`config.mk`:
```
export PLATFORM = sky130hd
export DESIGN_NAME = flex_fifo_wctrl_flat
export DESIGN_NICKNAME = d
export VERILOG_FILES = /design/src/rtl/flex_fifo_wctrl_if.sv /design/src/rtl/flex_fifo_wctrl.sv /design/src/flat_wrapper.sv
export SDC_FILE = /design/constraint.sdc
export NUM_CORES = 1
export LEC_CHECK = 0
export CAP_MARGIN = 20
export CORE_UTILIZATION = 38
export DETAILED_ROUTE_END_ITERATION = 10
export HOLD_SLACK_MARGIN = 0.08
export PLACE_DENSITY = 0.87
export SLEW_MARGIN = 20
export SYNTH_ARGS = -nofsm -noshare
export SYNTH_HDL_FRONTEND = slang
export SYNTH_SLANG_ARGS = --single-unit
export TNS_END_PERCENT = 1
```
`constraint.sdc`:
```
create_clock -name wclk -period 3.2 [get_ports wclk]
set_input_delay 0.96 -clock wclk [delete_from_list [all_inputs] [get_ports wclk]]
set_output_delay 0.96 -clock wclk [all_outputs]
set_load 0.01 [all_outputs]
```
`src/rtl/flex_fifo_wctrl_if.sv`:
```
// flex_fifo_wctrl_if: producer, memory write port and cross-domain pointer bundle for the write-side controller
interface flex_fifo_wctrl_if #(
  parameter int DATA_WIDTH = 8,
  parameter int ADDR_WIDTH = 4
);
  logic                  wenable;
  logic [DATA_WIDTH-1:0] wdata_in;
  logic [ADDR_WIDTH:0]   rptr_gray;
  logic                  clear_ovf;
  logic                  wclk_en;
  logic [ADDR_WIDTH-1:0] waddr;
  logic [DATA_WIDTH-1:0] wdata;
  logic [ADDR_WIDTH:0]   wptr_gray;
  logic                  full;
  logic                  almost_full;
  logic [ADDR_WIDTH:0]   count;
  logic                  overflow;
  modport master (
    output wenable, wdata_in, rptr_gray, clear_ovf,
    input  wclk_en, waddr, wdata, wptr_gray, full, almost_full, count, overflow
  );
  modport slave (
    input  wenable, wdata_in, rptr_gray, clear_ovf,
    output wclk_en, waddr, wdata, wptr_gray, full, almost_full, count, overflow
  );
endinterface

```
`src/rtl/flex_fifo_wctrl.sv`:
```
// flex_fifo_wctrl: write-domain pointer, full/almost-full/occupancy and overflow logic of the dual-clock flex FIFO
module flex_fifo_wctrl #(
  parameter int DATA_WIDTH   = 8,
  parameter int ADDR_WIDTH   = 4,
  parameter int AFULL_THRESH = 2**ADDR_WIDTH-1
) (
  input logic wclk,
  input logic n_rst,
  flex_fifo_wctrl_if.slave bus
);
  localparam logic [ADDR_WIDTH:0] af_thresh = (ADDR_WIDTH+1)'(AFULL_THRESH);
  logic [ADDR_WIDTH:0] wbin, wbin_next, wgray_next, rq1, rq2, rbin;
  logic                full_next;
  assign bus.wclk_en  = bus.wenable & ~bus.full;
  assign bus.waddr    = wbin[ADDR_WIDTH-1:0];
  assign bus.wdata    = bus.wdata_in;
  assign wbin_next    = wbin + (ADDR_WIDTH+1)'(bus.wclk_en);
  assign wgray_next   = wbin_next ^ (wbin_next >> 1);
  // full when the next write pointer is a whole lap ahead of the synchronised read pointer
  assign full_next    = wgray_next == {~rq2[ADDR_WIDTH:ADDR_WIDTH-1], rq2[ADDR_WIDTH-2:0]};
  genvar i;
  for (i = 0; i <= ADDR_WIDTH; i++) begin : g_rbin
    assign rbin[i] = ^(rq2 >> i);
  end
  assign bus.count       = wbin - rbin;
  assign bus.almost_full = bus.count >= af_thresh;
  always_ff @(posedge wclk or negedge n_rst) begin
    if (!n_rst) begin
      wbin          <= '0;
      bus.wptr_gray <= '0;
      rq1           <= '0;
      rq2           <= '0;
      bus.full      <= 1'b0;
      bus.overflow  <= 1'b0;
    end else begin
      rq1           <= bus.rptr_gray;
      rq2           <= rq1;
      wbin          <= wbin_next;
      bus.wptr_gray <= wgray_next;
      bus.full      <= full_next;
      bus.overflow  <= (bus.wenable & bus.full) ? 1'b1 : bus.clear_ovf ? 1'b0 : bus.overflow;
    end
  end
endmodule

```
`src/flat_wrapper.sv`:
```
// flat-port wrapper written by rule: the top's interface ports become plain ports
module flex_fifo_wctrl_flat 
#(
  parameter int DATA_WIDTH   = 8,
  parameter int ADDR_WIDTH   = 4,
  parameter int AFULL_THRESH = 2**ADDR_WIDTH-1
)
  (wclk, n_rst, bus_wenable, bus_wdata_in, bus_rptr_gray, bus_clear_ovf, bus_wclk_en, bus_waddr, bus_wdata, bus_wptr_gray, bus_full, bus_almost_full, bus_count, bus_overflow);
  flex_fifo_wctrl_if #(.DATA_WIDTH(DATA_WIDTH), .ADDR_WIDTH(ADDR_WIDTH)) bus_i ();
  input logic wclk;
  input logic n_rst;
  input wire logic [$bits(bus_i.wenable)-1:0] bus_wenable;
  input wire logic [$bits(bus_i.wdata_in)-1:0] bus_wdata_in;
  input wire logic [$bits(bus_i.rptr_gray)-1:0] bus_rptr_gray;
  input wire logic [$bits(bus_i.clear_ovf)-1:0] bus_clear_ovf;
  output wire logic [$bits(bus_i.wclk_en)-1:0] bus_wclk_en;
  output wire logic [$bits(bus_i.waddr)-1:0] bus_waddr;
  output wire logic [$bits(bus_i.wdata)-1:0] bus_wdata;
  output wire logic [$bits(bus_i.wptr_gray)-1:0] bus_wptr_gray;
  output wire logic [$bits(bus_i.full)-1:0] bus_full;
  output wire logic [$bits(bus_i.almost_full)-1:0] bus_almost_full;
  output wire logic [$bits(bus_i.count)-1:0] bus_count;
  output wire logic [$bits(bus_i.overflow)-1:0] bus_overflow;
  assign bus_i.wenable = bus_wenable;
  assign bus_i.wdata_in = bus_wdata_in;
  assign bus_i.rptr_gray = bus_rptr_gray;
  assign bus_i.clear_ovf = bus_clear_ovf;
  assign bus_wclk_en = bus_i.wclk_en;
  assign bus_waddr = bus_i.waddr;
  assign bus_wdata = bus_i.wdata;
  assign bus_wptr_gray = bus_i.wptr_gray;
  assign bus_full = bus_i.full;
  assign bus_almost_full = bus_i.almost_full;
  assign bus_count = bus_i.count;
  assign bus_overflow = bus_i.overflow;
  flex_fifo_wctrl #(.DATA_WIDTH(DATA_WIDTH), .ADDR_WIDTH(ADDR_WIDTH), .AFULL_THRESH(AFULL_THRESH)) u_core (.wclk(wclk), .n_rst(n_rst), .bus(bus_i));
endmodule
```
==> results of run 1 <==
cell usage in the layout (no fill, tap or decap), drive strengths merged, types with 3 or more instances in the layout:
cell,n
buf,24
clkbuf,4
clkdlybuf4s50,20
dfrtp,21
ha,6
inv,10
nand2,3
nand3,5
nor2b,3
o21ai,3
xnor2,8
xor2,12
kinds of logic after synthesis:
group / Yosys count / share of synthesized area [%]
flip-flops: 21 / 50.1
XOR/XNOR: 20 / 18.1
buffers and inverters: 18 / 9.31
AND/OR/NAND/NOR: 17 / 8.47
AO/OA/AOI/OAI: 7 / 4.89
adder cells (fa/ha/maj): 7 / 9.07
sequential cells by signal (all words and copies together) (netlist names):
signal and count:
u_core.bus.full 1, u_core.bus.overflow 1, u_core.bus.wptr_gray 5, u_core.rq1 5
u_core.rq2 5, u_core.wbin 4
through the flow:
step           setup TNS, ns  worst slack [ns]  cells
6_report               -1.72            -0.487    161
3_5_place_dp           -2.22            -0.623    151
5_1_grt                -2.48            -0.662    161
2_1_floorplan         -0.151            -0.128     90
3_3_place_gp           -1.74            -0.518    151
4_1_cts                -1.97            -0.586    158
routing by layer:
metal | up-vias | share of wire, %
li1 | 365 | -
met1 | 355 | 38
met2 | 27 | 54
met3 | 4 | 6.6
met4 | 0 | 1.3
met5 | - | 0
cell type report:
cell class | instances | area, sq um
Clock buffer | 4 | 26.3
Fill cell | 225 | 1060
Inverter | 10 | 37.5
Multi-Input combinational cell | 51 | 463
Sequential cell | 21 | 526
Tap cell | 30 | 37.5
Timing Repair Buffer | 45 | 395
what timing repair did:
action	4_1_cts	5_1_grt
pin swaps	9	10
buffers inserted	3	3
resized for setup	22	4
endpoints found under the setup margin	6	7
where the power goes:
group	internal (mW)	switching [mW]	total [mW]
Clock	0.0485	0.0695	0.118
Combinational	0.585	0.472	1.06
Sequential	0.343	0.0624	0.405
Total	0.976	0.604	1.58
worst max-delay path by stage:
stage,start,end
finish,u_core.rq2[3]$_DFF_PN0_,bus_almost_full
global route,u_core.rq2[3]$_DFF_PN0_,bus_almost_full
CTS,u_core.rq2[4]$_DFF_PN0_,bus_almost_full
detailed placement,u_core.rq2[3]$_DFF_PN0_,bus_almost_full
global placement,u_core.rq2[3]$_DFF_PN0_,bus_almost_full
floorplan,u_core.rq2[3]$_DFF_PN0_,bus_almost_full
critical path: stages (launching register included):
cell	delay (ns)
dfrtp_1	0.43
xnor2_2	0.19
xor2_1	0.23
xor2_1	0.23
xnor2_1	0.11
ha_2	0.19
fa_2	0.38
nor2b_2	0.13
o21ai_2	0.07
a21oi_2	0.16
buf_4	0.13
o32ai_2	0.05
buf_2	0.14
==> impl_results.md, run 1 <==
* Status: finished, violations left
* Violations in the final reports: setup timing
* Core Footprint at 2540 sq um
* Post-route ant nets at 0
* Count of pins over their slew limit at 0
* Deepest level of the CTS H-tree at 1
* Total CTS buffers at 3
* Worst Tran Pin Value at 0.860 ns
* Placed cell areas at 1400 sq um
* Synthesized cell area at 1050 sq um
* Synth-to-Final Area Change at 41.6%
* Biggest area contributors in the synthesized netlist: dfrtp_1 50%, xor2_1 9.2%, ha_1 7.2%, xnor2_1 5.8%, buf_4 5.7%
* Horizontal die dimension at 54.5 um
* Proportion of layout cells with a drive suffix above 1 at 30.5%
* Drt first pass iters at 2
* Total congestion overflow at 0
* Number of cells traversed by the worst register-to-register path at 7
* Path category of the worst min-delay check: register to register
* Endpoint with the worst hold slack: u_core.rq2[3]$_DFF_PN0_
* Post-synth top flop: dfrtp_1
* Root cell of the clock tree: clkbuf_4
* GR met2 Demand/Resource at 29.1%
* Fraction of registers with async set or reset after synthesis at 100%
* Library cell with the largest summed area after synthesis: dfrtp_1
* Number of nets produced by synthesis at 114
* Share of the core filled with cells in the final layout at 58.4%
* Detailed-placement wirelength estimate at 1650 um
* Die ar. at 2970 sq um
* Port buffer count at 26
* Portion of the clock cycle consumed by the worst path in the final layout at 115%
* Yosys Warn Count at 0
* Sequential fraction of the synthesis area at 50.1%
* Cells after synthesis at 90
* Hold Worst Slack at 0.359 ns
* CP endpoint kind: output pin
* First-pass GRT wire length at 3230 um
* Clock insertion delay at the later pin of the skew report at 0.29 ns
* Mean Syn Cell Area at 11.7 sq um
* Biggest fanout along the worst timing path at 2
* Commonest cells in the netlist: 21 x dfrtp_1, 11 x xor2_1, 10 x inv_1
* Worst vdd ir at 0.678 mV
* Reg2Reg Setup Slack at 1.11 ns
* Vertical die dimension at 54.5 um
* Total wirelength of the detailed-routed design at 2030 um
* FF+latch count, synth at 21
* # setup viols final at 5
* Antenna violations before repair at 0
* Cts hold-fix bufs at 0
* Total DRC errors in the routed layout at 0
* Number of global-route vias before repair at 807
* RSZ-0062 raised after global routing: true
* Worst-case clock skew at 0.00188 ns
* Critical R2R Launch: u_core.bus.full$_DFF_PN0_
* Unique cell type count in the Yosys netlist at 21
* Final hold violation count at 0
* Hold Crit Start: u_core.rq1[3]$_DFF_PN0_
* Data required time of the worst path at 2.24 ns
* Clock-pin slew on the worst setup and hold paths at 0.10 ns
* Total power per unit cell area at 1060 nW/um^2
* Global routing met3 resource utilization at 3.61%
* Number of diodes at 0
* Clk sinks at 21
* P_leak at 0.687 nW
* Crit Path Category: register to output pin
* Endpoint arrival time on the critical path at 2.73 ns
* Final instance area at 1490 sq um
* Placer congestion estimate at 0.757
* Slew headroom at 42.5%
* Vias post-DR at 751
* FP Rows at 18
* Time the worst path needs with I/O delays and setup at 3.69 ns
* Via density at 4.66
* CP Launch Type: register
* Number of max-cap violations at 0
* Number of flops mapped to enable cells by yosys at 0
* TritonCTS clock tree: built
* Largest net degree at the start of global routing at 22
* Max Clk Rate at 271 MHz
* Net count reported at finish at 156
* Area share of the leading cell type in the synthesized netlist at 50.1%
* Least setup slack across all paths after layout at -0.487 ns
* Post-route total power at 1.58 mW
* Initial drt markers at 1
* Wire per inst at 12.6 um
* Worst hold path stage count at 0
* Count leader, synth: dfrtp_1
* Critical R2R Capture: u_core.bus.full$_DFF_PN0_
* Global routing usage summed across all routing layers at 15.9%
* Maximum clock path buffer count at 2
* Top Ports at 43
* Peak-usage layer in the global routing report: met2
* Initial Util at 41.2%
* Routing usage on met1 at 16.2%
No activity file was read; power rests on OpenSTA's default activity.
==> run 2, diff against run 1 <==
- CORE_UTILIZATION: 38 -> 45
- PLACE_DENSITY: 0.87 -> 0.95
- clock period: 3.2 -> 4.5 ns (I/O delays scaled with it)
==> run 2 against run 1 <==
Against the previous run:
- the run now ends clean
- first-iteration DRC count is 100% higher
- clock skew about the same
- utilization grew 1.5 points
- non-clock buffer count fell by 18
- sequential cell count unchanged
- sequential power shrank 27%
- via count is 8.7% lower
- routed wire length decreased by 14%
- die area shrank 15%
- global-route usage shrank 0.59 points
- critical path type unchanged
- critical endpoint is now bus_count[4]
- largest power group unchanged
==> impl_results.md, run 2 (synthesis gave the netlist of run 1 again) <==
* RSZ-0062 raised after global routing: false (was true)
* First-pass GRT wire length at 2910 um (was 3230 um)
* Vertical die dimension at 50.3 um (was 54.5 um)
* Clk sinks at 21 (unchanged)
* Vias post-DR at 686 (was 751)
* Detailed-placement wirelength estimate at 1400 um (was 1650 um)
* Worst vdd ir at 0.472 mV (was 0.678 mV)
* Max Clk Rate at 232 MHz
* P_leak at 0.590 nW (was 0.687 nW)
* Maximum clock path buffer count at 2 (unchanged)
* CP endpoint kind: output pin (unchanged)
* Horizontal die dimension at 50.3 um (was 54.5 um)
* Antenna violations before repair at 0 (unchanged)
* Path category of the worst min-delay check: register to register (unchanged)
* Worst-case clock skew at 0.00175 ns (was 0.00188 ns)
* Wire per inst at 12.4 um (was 12.6 um)
* Total power per unit cell area at 742 nW/um^2 (was 1060 nW/um^2)
* Total congestion overflow at 0 (unchanged)
* Endpoint arrival time on the critical path at 2.96 ns (was 2.73 ns)
* Critical R2R Launch: u_core.bus.full$_DFF_PN0_ (unchanged)
* Post-route ant nets at 0 (unchanged)
* Via density at 4.87 (was 4.66)
* Worst Tran Pin Value at 0.850 ns (was 0.860 ns)
* Largest net degree at the start of global routing at 22 (unchanged)
* Registers with the highest flip-flop counts: u_core.bus.wptr_gray: 5 flops, u_core.rq1: 5 flops, u_core.rq2: 5 flops (unchanged)
* Die ar. at 2530 sq um (was 2970 sq um)
* Final total negative setup slack at 0 ns (was -1.72 ns)
* Root cell of the clock tree: clkbuf_4 (unchanged)
* Drt first pass iters at 3 (was 2)
* Total DRC errors in the routed layout at 0 (unchanged)
* Total CTS buffers at 3 (unchanged)
* Total wirelength of the detailed-routed design at 1750 um (was 2030 um)
* Crit Path Category: register to output pin (unchanged)
* Initial drt markers at 2 (was 1)
* Worst setup path startpoint: u_core.rq2[3]$_DFF_PN0_ (unchanged)
* Status: finished, final reports clean (was finished, violations left)
* Placer congestion estimate at 0.747 (was 0.757)
* Initial Util at 47.4% (was 41.2%)
* Count of fill cells added during filler insertion at 189 (was 225)
* Most used cells in the layout excluding fill and tap cells: 24 x clkdlybuf4s50_1, 20 x dfrtp_1, 11 x xor2_1, 10 x inv_1 (was 21 x dfrtp_1, 20 x clkdlybuf4s50_1, 19 x buf_4, 11 x xor2_1, 9 x inv_1)
* Count of pins over their slew limit at 0 (unchanged)
* Number of max-cap violations at 0 (unchanged)
* Synth-to-Final Area Change at 26.4% (was 41.6%)
* Number of diodes at 0 (unchanged)
* Deepest level of the CTS H-tree at 1 (unchanged)
* Clock insertion delay at the later pin of the skew report at 0.29 ns (about the same)
* Port buffer count at 26 (unchanged)
* Top Ports at 43 (unchanged)
* Time the worst path needs with I/O delays and setup at 4.31 ns
* CP Launch Type: register (unchanged)
* Hold Crit Start: u_core.rq1[0]$_DFF_PN0_ (was u_core.rq1[3]$_DFF_PN0_)
* Commonest non-fill, non-tap cell in the layout: clkdlybuf4s50_1 (was dfrtp_1)
* Global routing usage summed across all routing layers at 15.3% (was 15.9%)
* Placed insts at 136 (was 151)
* Finished Layout Cells at 141 (was 161)
* TritonCTS clock tree: built (unchanged)
* Core Footprint at 2210 sq um (was 2540 sq um)
* Slew headroom at 43.1% (was 42.5%)
* # setup viols final at 0 (was 5)
* Share of the core filled with cells in the final layout at 59.9% (was 58.4%)
* Proportion of layout cells with a drive suffix above 1 at 9.73% (was 30.5%)
* Net count reported at finish at 138 (was 156)
* Cts hold-fix bufs at 0 (unchanged)
* Portion of the clock cycle consumed by the worst path in the final layout at 95.7%
* Biggest fanout along the worst timing path at 2 (unchanged)
* Number of global-route vias before repair at 697 (was 807)
* Multi-input logic area at 438 sq um (was 463 sq um)
* Clock-pin slew on the worst setup and hold paths at 0.10 ns (about the same)
* Register Area at 527 sq um (was 526 sq um)
* FP Rows at 17 (was 18)
* Final hold violation count at 0 (unchanged)
* Data required time of the worst path at 3.15 ns (was 2.24 ns)
## run 2: cell count changes in the layout (fill, tap and decap cells not counted), moves of 2 or more
| cell | previous run | this run |
|---|---|---|
| buf_4 | 19 | 1 |
| clkdlybuf4s50_1 | 20 | 24 |
| buf_6 | 3 | 0 |
| buf_2 | 2 | 0 |
| nor2b_1 | 1 | 3 |
| nor2b_2 | 2 | 0 |
| o21ai_0 | 1 | 3 |
## run 2: power by group
group	switching, mW	total [mW]	internal (mW)
Clock	0.0496	0.0841	0.0345
Sequential	0.0530	0.297	0.244
Combinational	0.281	0.603	0.322
Total	0.384	0.984	0.600
## run 2: repair_timing
action / CTS / global route
pin swaps: 3 / 2
setup endpoints to repair: 2 / 2
resized for setup: 2 / 5
buffers inserted: 1 / 0
## run 2: through the flow
step	power [mW]	hold slack [ns]	cell area (sq um)	setup WS, ns
after floorplan	0.637	0.331	1050	0.580
after global placement	0.879	0.333	1280	0.231
after detailed placement	0.902	0.335	1280	0.0966
after CTS	0.982	0.359	1320	0.155
after global routing	1.06	0.367	1330	0.0106
final	0.984	0.356	1330	0.193
## run 2: final timing paths
check	slack (ns)	cells past startpoint	end
hold / removal	0.36	0	u_core.rq2[0]$_DFF_PN0_
max in group asynchronous	2.39	1	u_core.rq2[4]$_DFF_PN0_
setup / recovery	0.19	11	bus_count[4]
hold reg to reg	0.36	0	u_core.rq2[0]$_DFF_PN0_
min in group asynchronous	1.53	1	u_core.rq1[3]$_DFF_PN0_
setup reg to reg	2.29	7	u_core.bus.full$_DFF_PN0_
## run 2: critical path, stage by stage, from the launching register on
cell	delay, ns
dfrtp_1	0.43
xnor2_2	0.20
xor2_1	0.24
xor2_1	0.24
xnor2_1	0.09
ha_1	0.21
fa_1	0.46
nor2b_1	0.12
o21ai_0	0.09
and3_1	0.20
nor2_1	0.09
dlygate4sd2_1	0.27
## run 2: per-layer routing
| metal | global-route usage [%] | vias to the layer above | part of all wire, % | wire [um] |
|---|---|---|---|---|
| li1 | - | 325 | - | - |
| met1 | 16.8 | 327 | 39 | 687 |
| met2 | 28.4 | 25 | 52 | 906 |
| met3 | 1.21 | 9 | 6.3 | 111 |
| met4 | 8.57 | 0 | 2.5 | 44 |
| met5 | 0 | - | 0 | 0 |
## run 2: area by class of cell
class                   count  area share, %
flip-flops and latches     21           39.8
well taps                  28           2.64
multi-input cells          51           33.1
repair buffers             27           19.7
inverters                  10           2.83
clock buffers               4           1.98
==> run 3, diff against run 2 <==
- CAP_MARGIN: 20 -> unset
==> results of run 3 <==
Same layout as run 2: the final DEF is identical, and so are final timing and power.
